`src/rtl/spi_flash_arbiter.sv`:
```
// Shares the config SPI flash pins between the JTAG-to-SPI bridge and a fabric SPI master,
// with a csn-high guard on every ownership change. Optional JTAG preemption: `define JTAG_PREEMPT_EN.
module spi_flash_arbiter #(
   parameter int GUARD_CYCLES = 4,
   parameter int SYNC_STAGES  = 2,
   parameter int USER_TIMEOUT = 65535
) (
   input  logic       clk,
   input  logic       rst,
   input  logic       jtag_csn,
   input  logic       jtag_sck,
   input  logic       jtag_sdi,
   output logic       jtag_sdo,
   input  logic       usr_req,
   output logic       usr_gnt,
   output logic       usr_abort,
   input  logic       usr_csn,
   input  logic       usr_sck,
   input  logic       usr_sdi,
   output logic       usr_sdo,
   input  logic       collision_clr,
   output logic       jtag_collision,
   output logic [1:0] owner,
   output logic       csn,
   output logic       sck,
   output logic       sdi_dq0,
   input  logic       sdo_dq1,
   output logic       wpn_dq2,
   output logic       hldn_dq3
);

   // state      | meaning
   // ST_IDLE    | parked on the JTAG path, nobody active
   // ST_JTAG    | bridge transaction in progress
   // ST_GUARD_U | user requested; JTAG path still routed while guard counts down
   // ST_USER    | fabric master owns the pins
   // ST_GUARD_J | pins forced idle (csn high) after user release
   typedef enum logic [2:0] {
      ST_IDLE    = 3'd0,
      ST_JTAG    = 3'd1,
      ST_GUARD_U = 3'd2,
      ST_USER    = 3'd3,
      ST_GUARD_J = 3'd4
   } state_t;

   localparam logic [7:0]  GUARD_LOAD = 8'(GUARD_CYCLES - 1);
   localparam logic [15:0] TMO_LAST   = 16'(USER_TIMEOUT - 1);
   localparam bit          TMO_EN     = (USER_TIMEOUT != 0);
`ifdef JTAG_PREEMPT_EN
   localparam bit          PREEMPT    = 1'b1;
`else
   localparam bit          PREEMPT    = 1'b0;
`endif

   state_t                 state, state_nxt;
   logic [SYNC_STAGES-1:0] sync_q;
   logic                   jtag_req_s;
   logic [7:0]             guard_cnt, guard_cnt_nxt;
   logic [15:0]            tmo_cnt, tmo_cnt_nxt;
   logic                   tmo_expired;
   logic                   abort_nxt;

   assign jtag_req_s  = ~sync_q[SYNC_STAGES-1];
   assign tmo_expired = TMO_EN && (tmo_cnt == TMO_LAST);

   always_ff @(posedge clk) begin
      if (rst) begin
         state          <= ST_IDLE;
         sync_q         <= '1;
         guard_cnt      <= '0;
         tmo_cnt        <= '0;
         usr_abort      <= 1'b0;
         jtag_collision <= 1'b0;
      end else begin
         state     <= state_nxt;
         sync_q    <= {sync_q[SYNC_STAGES-2:0], jtag_csn};
         guard_cnt <= guard_cnt_nxt;
         tmo_cnt   <= tmo_cnt_nxt;
         usr_abort <= abort_nxt;
         // a new collision outranks a simultaneous clear
         if (jtag_req_s && (state == ST_USER || state == ST_GUARD_J))
            jtag_collision <= 1'b1;
         else if (collision_clr)
            jtag_collision <= 1'b0;
      end
   end

   always_comb begin
      state_nxt     = state;
      guard_cnt_nxt = guard_cnt;
      tmo_cnt_nxt   = tmo_cnt;
      abort_nxt     = 1'b0;
      case (state)
         ST_IDLE: begin
            if (jtag_req_s) begin
               state_nxt = ST_JTAG;
            end else if (usr_req) begin
               state_nxt     = ST_GUARD_U;
               guard_cnt_nxt = GUARD_LOAD;
            end
         end
         ST_JTAG: begin
            if (!jtag_req_s)
               state_nxt = ST_IDLE;
         end
         ST_GUARD_U: begin
            if (jtag_req_s) begin
               state_nxt = ST_JTAG;
            end else if (!usr_req) begin
               state_nxt = ST_IDLE;
            end else if (guard_cnt == 8'd0) begin
               state_nxt   = ST_USER;
               tmo_cnt_nxt = 16'd0;
            end else begin
               guard_cnt_nxt = guard_cnt - 8'd1;
            end
         end
         ST_USER: begin
            if (!usr_req) begin
               state_nxt     = ST_GUARD_J;
               guard_cnt_nxt = GUARD_LOAD;
            end else if ((PREEMPT && jtag_req_s) || tmo_expired) begin
               state_nxt     = ST_GUARD_J;
               guard_cnt_nxt = GUARD_LOAD;
               abort_nxt     = 1'b1;
            end else begin
               tmo_cnt_nxt = tmo_cnt + 16'd1;
            end
         end
         ST_GUARD_J: begin
            if (guard_cnt == 8'd0)
               state_nxt = ST_IDLE;
            else
               guard_cnt_nxt = guard_cnt - 8'd1;
         end
         default: state_nxt = ST_IDLE;
      endcase
   end

   // JTAG routing is purely combinational so the unstallable bridge sees zero latency
   always_comb begin
      csn      = jtag_csn;
      sck      = jtag_sck;
      sdi_dq0  = jtag_sdi;
      owner    = 2'b01;
      usr_gnt  = 1'b0;
      jtag_sdo = sdo_dq1;
      usr_sdo  = 1'b0;
      case (state)
         ST_USER: begin
            csn      = usr_csn;
            sck      = usr_sck;
            sdi_dq0  = usr_sdi;
            owner    = 2'b10;
            usr_gnt  = 1'b1;
            jtag_sdo = 1'b0;
            usr_sdo  = sdo_dq1;
         end
         ST_GUARD_J: begin
            csn      = 1'b1;
            sck      = 1'b0;
            sdi_dq0  = 1'b0;
            owner    = 2'b00;
            jtag_sdo = 1'b0;
         end
         default: ;
      endcase
   end

   assign wpn_dq2  = 1'b1;
   assign hldn_dq3 = 1'b1;

endmodule

```
`config.mk`:
```
export PLATFORM = sky130hd
export DESIGN_NAME = spi_flash_arbiter
export DESIGN_NICKNAME = d
export VERILOG_FILES = /design/src/rtl/spi_flash_arbiter.sv
export SDC_FILE = /design/constraint.sdc
export NUM_CORES = 1
export LEC_CHECK = 0
export CORE_MARGIN = 10
export CORE_UTILIZATION = 54
export DETAILED_ROUTE_END_ITERATION = 10
export PLACE_DENSITY = 0.79
export SYNTH_ARGS = -nofsm -noshare
export SYNTH_HDL_FRONTEND = slang
export SYNTH_SLANG_ARGS = --single-unit
```
`constraint.sdc`:
```
create_clock -name clk -period 6.15 [get_ports clk]
set_clock_uncertainty 0.1 [all_clocks]
set_input_delay 1.23 -clock clk [delete_from_list [all_inputs] [get_ports clk]]
set_output_delay 1.23 -clock clk [all_outputs]
set_load 0.02 [all_outputs]
```
== Word level (Yosys, flattened, before mapping) ==
Index checks and enable logic that the tools add are counted.
Word-level totals
  register bits: 31
  input port bits: 11
  output and inout port bits: 12
  word-level logic and storage cells: 74
Operators by class
  add/subtract/negate cells: 2
  equality and inequality tests: 17
  mux-type cells: 34
  bitwise gates (word level): 3
  reduce and logical (&&, ||, !) cells: 12
Operators with widths (count)
  16-bit 2-to-1 mux: 5
  8-bit 2-to-1 mux: 7
  16-bit case mux with 2 select lines: 1
  8-bit case mux with 4 select lines: 1
  3-bit 2-to-1 mux: 9
  16-bit by 1-bit adder with 16-bit output, second input constant: 1
  16-bit == test, second input constant: 1
  2-bit inequality test, second input constant: 8
  3-bit case mux with 5 select lines: 1
  6-bit AND reduction: 2
  8-bit logical NOT: 1
  8-bit by 1-bit subtractor with 8-bit output, second input constant: 1
  3-bit by 2-bit == test with 1-bit output, second input constant: 2
  1-bit 2-to-1 mux: 6
  3-bit inequality test, second input constant: 2
  1-bit case mux with 2 select lines: 3
  5-bit AND reduction: 1
  4-bit inequality test, second input constant: 1
  2-bit case mux with 2 select lines: 1
  2-bit nonzero test: 2
  4-bit nonzero test: 1
  3-bit by 1-bit == test with 1-bit output, second input constant: 1
  3-bit == test, second input constant: 1
  3-bit logical NOT: 1
  6 further kinds: 8

== Logic depth before layout (Yosys ltp) ==
  depth in word-level cells: 5
  mapped depth: 8
  gate-level depth less buffers: 7

== Least setup slack after synthesis ==
No wires, ideal clock.
  path type: input to output
  start point: input jtag_csn
  end point: output csn
  arrival: 1.604 ns
  data required time: 4.820 ns
  slack: 3.216 ns
  stages on the path: 2
  buffers on the path: 0
  cells stage by stage: inv_1 -> a21oi_1
Between the ends
  cells in the longest elaborated chain, start to end: 1
Ends and longest elaborated chain
  start: declaration: line 10  | input logic jtag_csn,
  1-bit case mux with 2 select lines: line 149  | case (state)
  end: declaration: line 24  | output logic csn,
No other way between the ends.

== Final worst setup path ==
Ends and elaborated chain as after synthesis.

==> results.yml <==
outcome:
  status: "complete, no violations"
hold_path:
  hp-class: "reg2reg"
  whs_path_depth: 1
  min-delay-start: "sync_q[0]"
  hold_end: "sync_q[1]"
sta:
  tightest_slew_ns: 0.610
  period_needed_ns: 3.79
  setup_slack_ns: 2.36
  fmax_ghz: 0.264
  tns_ns: 0
  min_period_over_period_pct: 61.6
  rsz0062_at_grt: "false"
  drv_slew: 0
  slew-limit-headroom_pct: 59.0
  hold_violations: 0
  setup_viol: 0
synth:
  synth_seq_area_share_pct: 33.6
  netlist_instances: 226
  synthesis.area_sq_mm: 0.00185
  synth.distinct_cells: 59
  ys_ff_latch: 31
  avgSynthCellArea_sq_um: 8.17
  synth_flop_cell: "dfxtp_1"
  yosysWarnings: 0
  async_reset_ff_share_pct: 0
  synth_edf_count: 0
power_and_ir_drop:
  power_frac_seq_pct: 40.1
  power_switching_mw: 0.276
  peakVddDrop_mv: 0.222
  pwr-share-clk_pct: 15.8
  p_per_area_mw_per_mm2: 325
  comb_power_share_pct: 44.1
  cellLeakagePower_nw: 0.735
  p_sw_share_pct: 40.7
  intPower_mw: 0.402
final_layout:
  final_cells: 288
  layout.nets: 258
  utilization_pct: 63.1
  drive_above_1_share_pct: 7.44
  area_growth_pct: 13.1
  fillers: 308
  diodes: 0
critical_path:
  reg2regPathDepth: 6
  worstSetupStartpoint: "jtag_csn"
  worstPathArrival_ns: 2.46
  critPathSlowestCell: "clkdlybuf4s50_1"
  r2r-end: "guard_cnt[5]"
  crit_required_ns: 4.82
  path_cells: "clkdlybuf4s50_1, inv_1, a21oi_1, clkdlybuf4s50_1"
  end_kind: "output port"
  max_stage_delay_ns: 0.62
  r2r-start: "state[2]"
  critical_path_class: "in2out"
  crit_path_frequent_cell: "clkdlybuf4s50_1"
  rrSetupSlack_ns: 3.62
  start_kind: "input port"
  worstPathMaxFanout: 2
clocking:
  cts_htree_levels: 2
  clk_pin_slew_ns: 0.09
  clk_latency_ns: 0.34
  cts_resized: 0
  cts_num_sinks: 31
  root_buffer: "clkbuf_4"
  numCtsBuffers: 5
  cts-hold-fix-buffers: 0
  clock_path_buffers: 2
  postCtsSetupBuffers: 0
  cts_tree: "done"
placed_design:
  dp_cells: 282
  place.port_buffers: 20
  dp_hpwl_um: 2980
  place_congestion: 0.833
  dp_slack_ns: 2.36
global_route:
  grt_max_degree: 18
  grt_pass1_vias: 1543
  grt.overflow.total: 0
  antenna_found_initial: 0
  grt_pass1_wl_um: 7070
  grt_use_total_pct: 13.5
route:
  wire_per_inst_um: 14.2
  vias: 1699
  drt_first_pass_iters: 4
  drc: 0
  drt_iter0_drc: 159
  via_per_inst: 5.90
  final_antenna_net_count: 0
  routed_wl_um: 4080
die:
  coreArea_sq_mm: 0.00331
  start_util_pct: 55.8
  ios: 23
  die_h_um: 78.5
  rows: 21
  die-area_sq_mm: 0.00616
  die_w_um: 78.5
job:
  drv_cap: 0
==> final cells by class <==
type                    count  area (sq um)  area share [%]
well taps                  46          57.6            2.76
flip-flops and latches     31           621            29.7
repair buffers             20           200            9.59
multi-input cells         174          1130            54.0
inverters                  11          41.3            1.98
clock buffers               6          41.3            1.98
==> per-layer routing <==
| metal | vias to the layer above | share of wire, % | track usage [%] |
|---|---|---|---|
| li1 | 864 | - | - |
| met2 | 44 | 41 | 18.3 |
| met1 | 784 | 51 | 18.4 |
| met4 | 0 | 1.4 | 5.91 |
| met3 | 7 | 7.2 | 5.35 |
| met5 | - | 0 | 0 |
==> worst max path at each step <==
stage | end | cells past startpoint
5_1_grt | csn | 4
2_1_floorplan | csn | 2
4_1_cts | csn | 4
3_5_place_dp | csn | 4
6_report | csn | 4
3_3_place_gp | csn | 4
==> worst max-delay path: cells and delay by family <==
family	cells	cell delay, ns
AO/OA/AOI/OAI	1	0.11
buffers and inverters	3	1.11
==> cells by family after synthesis <==
logic type,Yosys count,synth area share (%)
and+or+nand+nor,108,33.5
AOI/OAI and AO/OA,47,17.8
DFF,31,33.6
buffers and inverters,22,5.56
xor gates and xnor gates,7,3.32
muxes,6,3.32
adders and majority gates,4,2.71
other,1,0.203
==> cells in the mapped netlist (2+ instances only) <==
library cell / number / share of area, %
a21oi_1: 12 / 3.3
a22o_1: 2 / 0.95
a311oi_1: 4 / 1.9
a31oi_1: 2 / 0.68
and2_1: 3 / 1.0
buf_4: 3 / 1.2
clkbuf_1: 6 / 1.2
dfxtp_1: 31 / 34
ha_1: 4 / 2.7
inv_1: 10 / 2.0
mux2i_1: 5 / 2.7
nand2_1: 20 / 4.1
nand2b_1: 3 / 1.0
nand3_1: 9 / 2.4
nand4_1: 7 / 2.4
nor2_1: 25 / 5.1
nor3_1: 7 / 1.9
nor3b_1: 4 / 1.6
nor4_1: 3 / 1.0
o211ai_1: 2 / 0.81
o21a_1: 2 / 0.81
o21ai_0: 5 / 1.4
o31ai_1: 6 / 2.4
or2_2: 3 / 1.0
or3_1: 4 / 1.4
or4_1: 5 / 2.0
xnor2_1: 7 / 3.3
==> power groups by stage <==
stage	Combinational (mW)	Clock [mW]	Sequential, mW
floorplan	0.238	0	0.258
global placement	0.290	0	0.274
detailed placement	0.298	0	0.274
CTS	0.299	0.110	0.270
global route	0.337	0.121	0.277
finish	0.299	0.107	0.272
==> registers in the layout (all words and copies together), names as in the netlist <==
name / flops
state: 3
usr_abort: 1
sync_q: 2
jtag_collision: 1
guard_cnt: 8
tmo_cnt: 16
==> per-stage QoR <==
stage / cell area [sq um] / power [mW] / hold WS, ns
floorplan: 1850 / 0.496 / 0.289
global placement: 2050 / 0.565 / 0.292
detailed placement: 2050 / 0.572 / 0.303
CTS: 2090 / 0.680 / 0.329
global route: 2090 / 0.735 / 0.345
finish: 2090 / 0.678 / 0.327
==> placed cells by master, fill, tap and decap left out, types with 6 or more instances in the layout <==
cell type / synthesis / routed
nand3_1: 9 / 9
clkdlybuf4s50_1: 0 / 20
nor2_1: 25 / 25
inv_1: 10 / 10
nor3_1: 7 / 7
a21oi_1: 12 / 12
nand2_1: 20 / 20
xnor2_1: 7 / 7
dfxtp_1: 31 / 31
nand4_1: 7 / 7
o31ai_1: 6 / 6
Power figures use the tool's default switching activity.
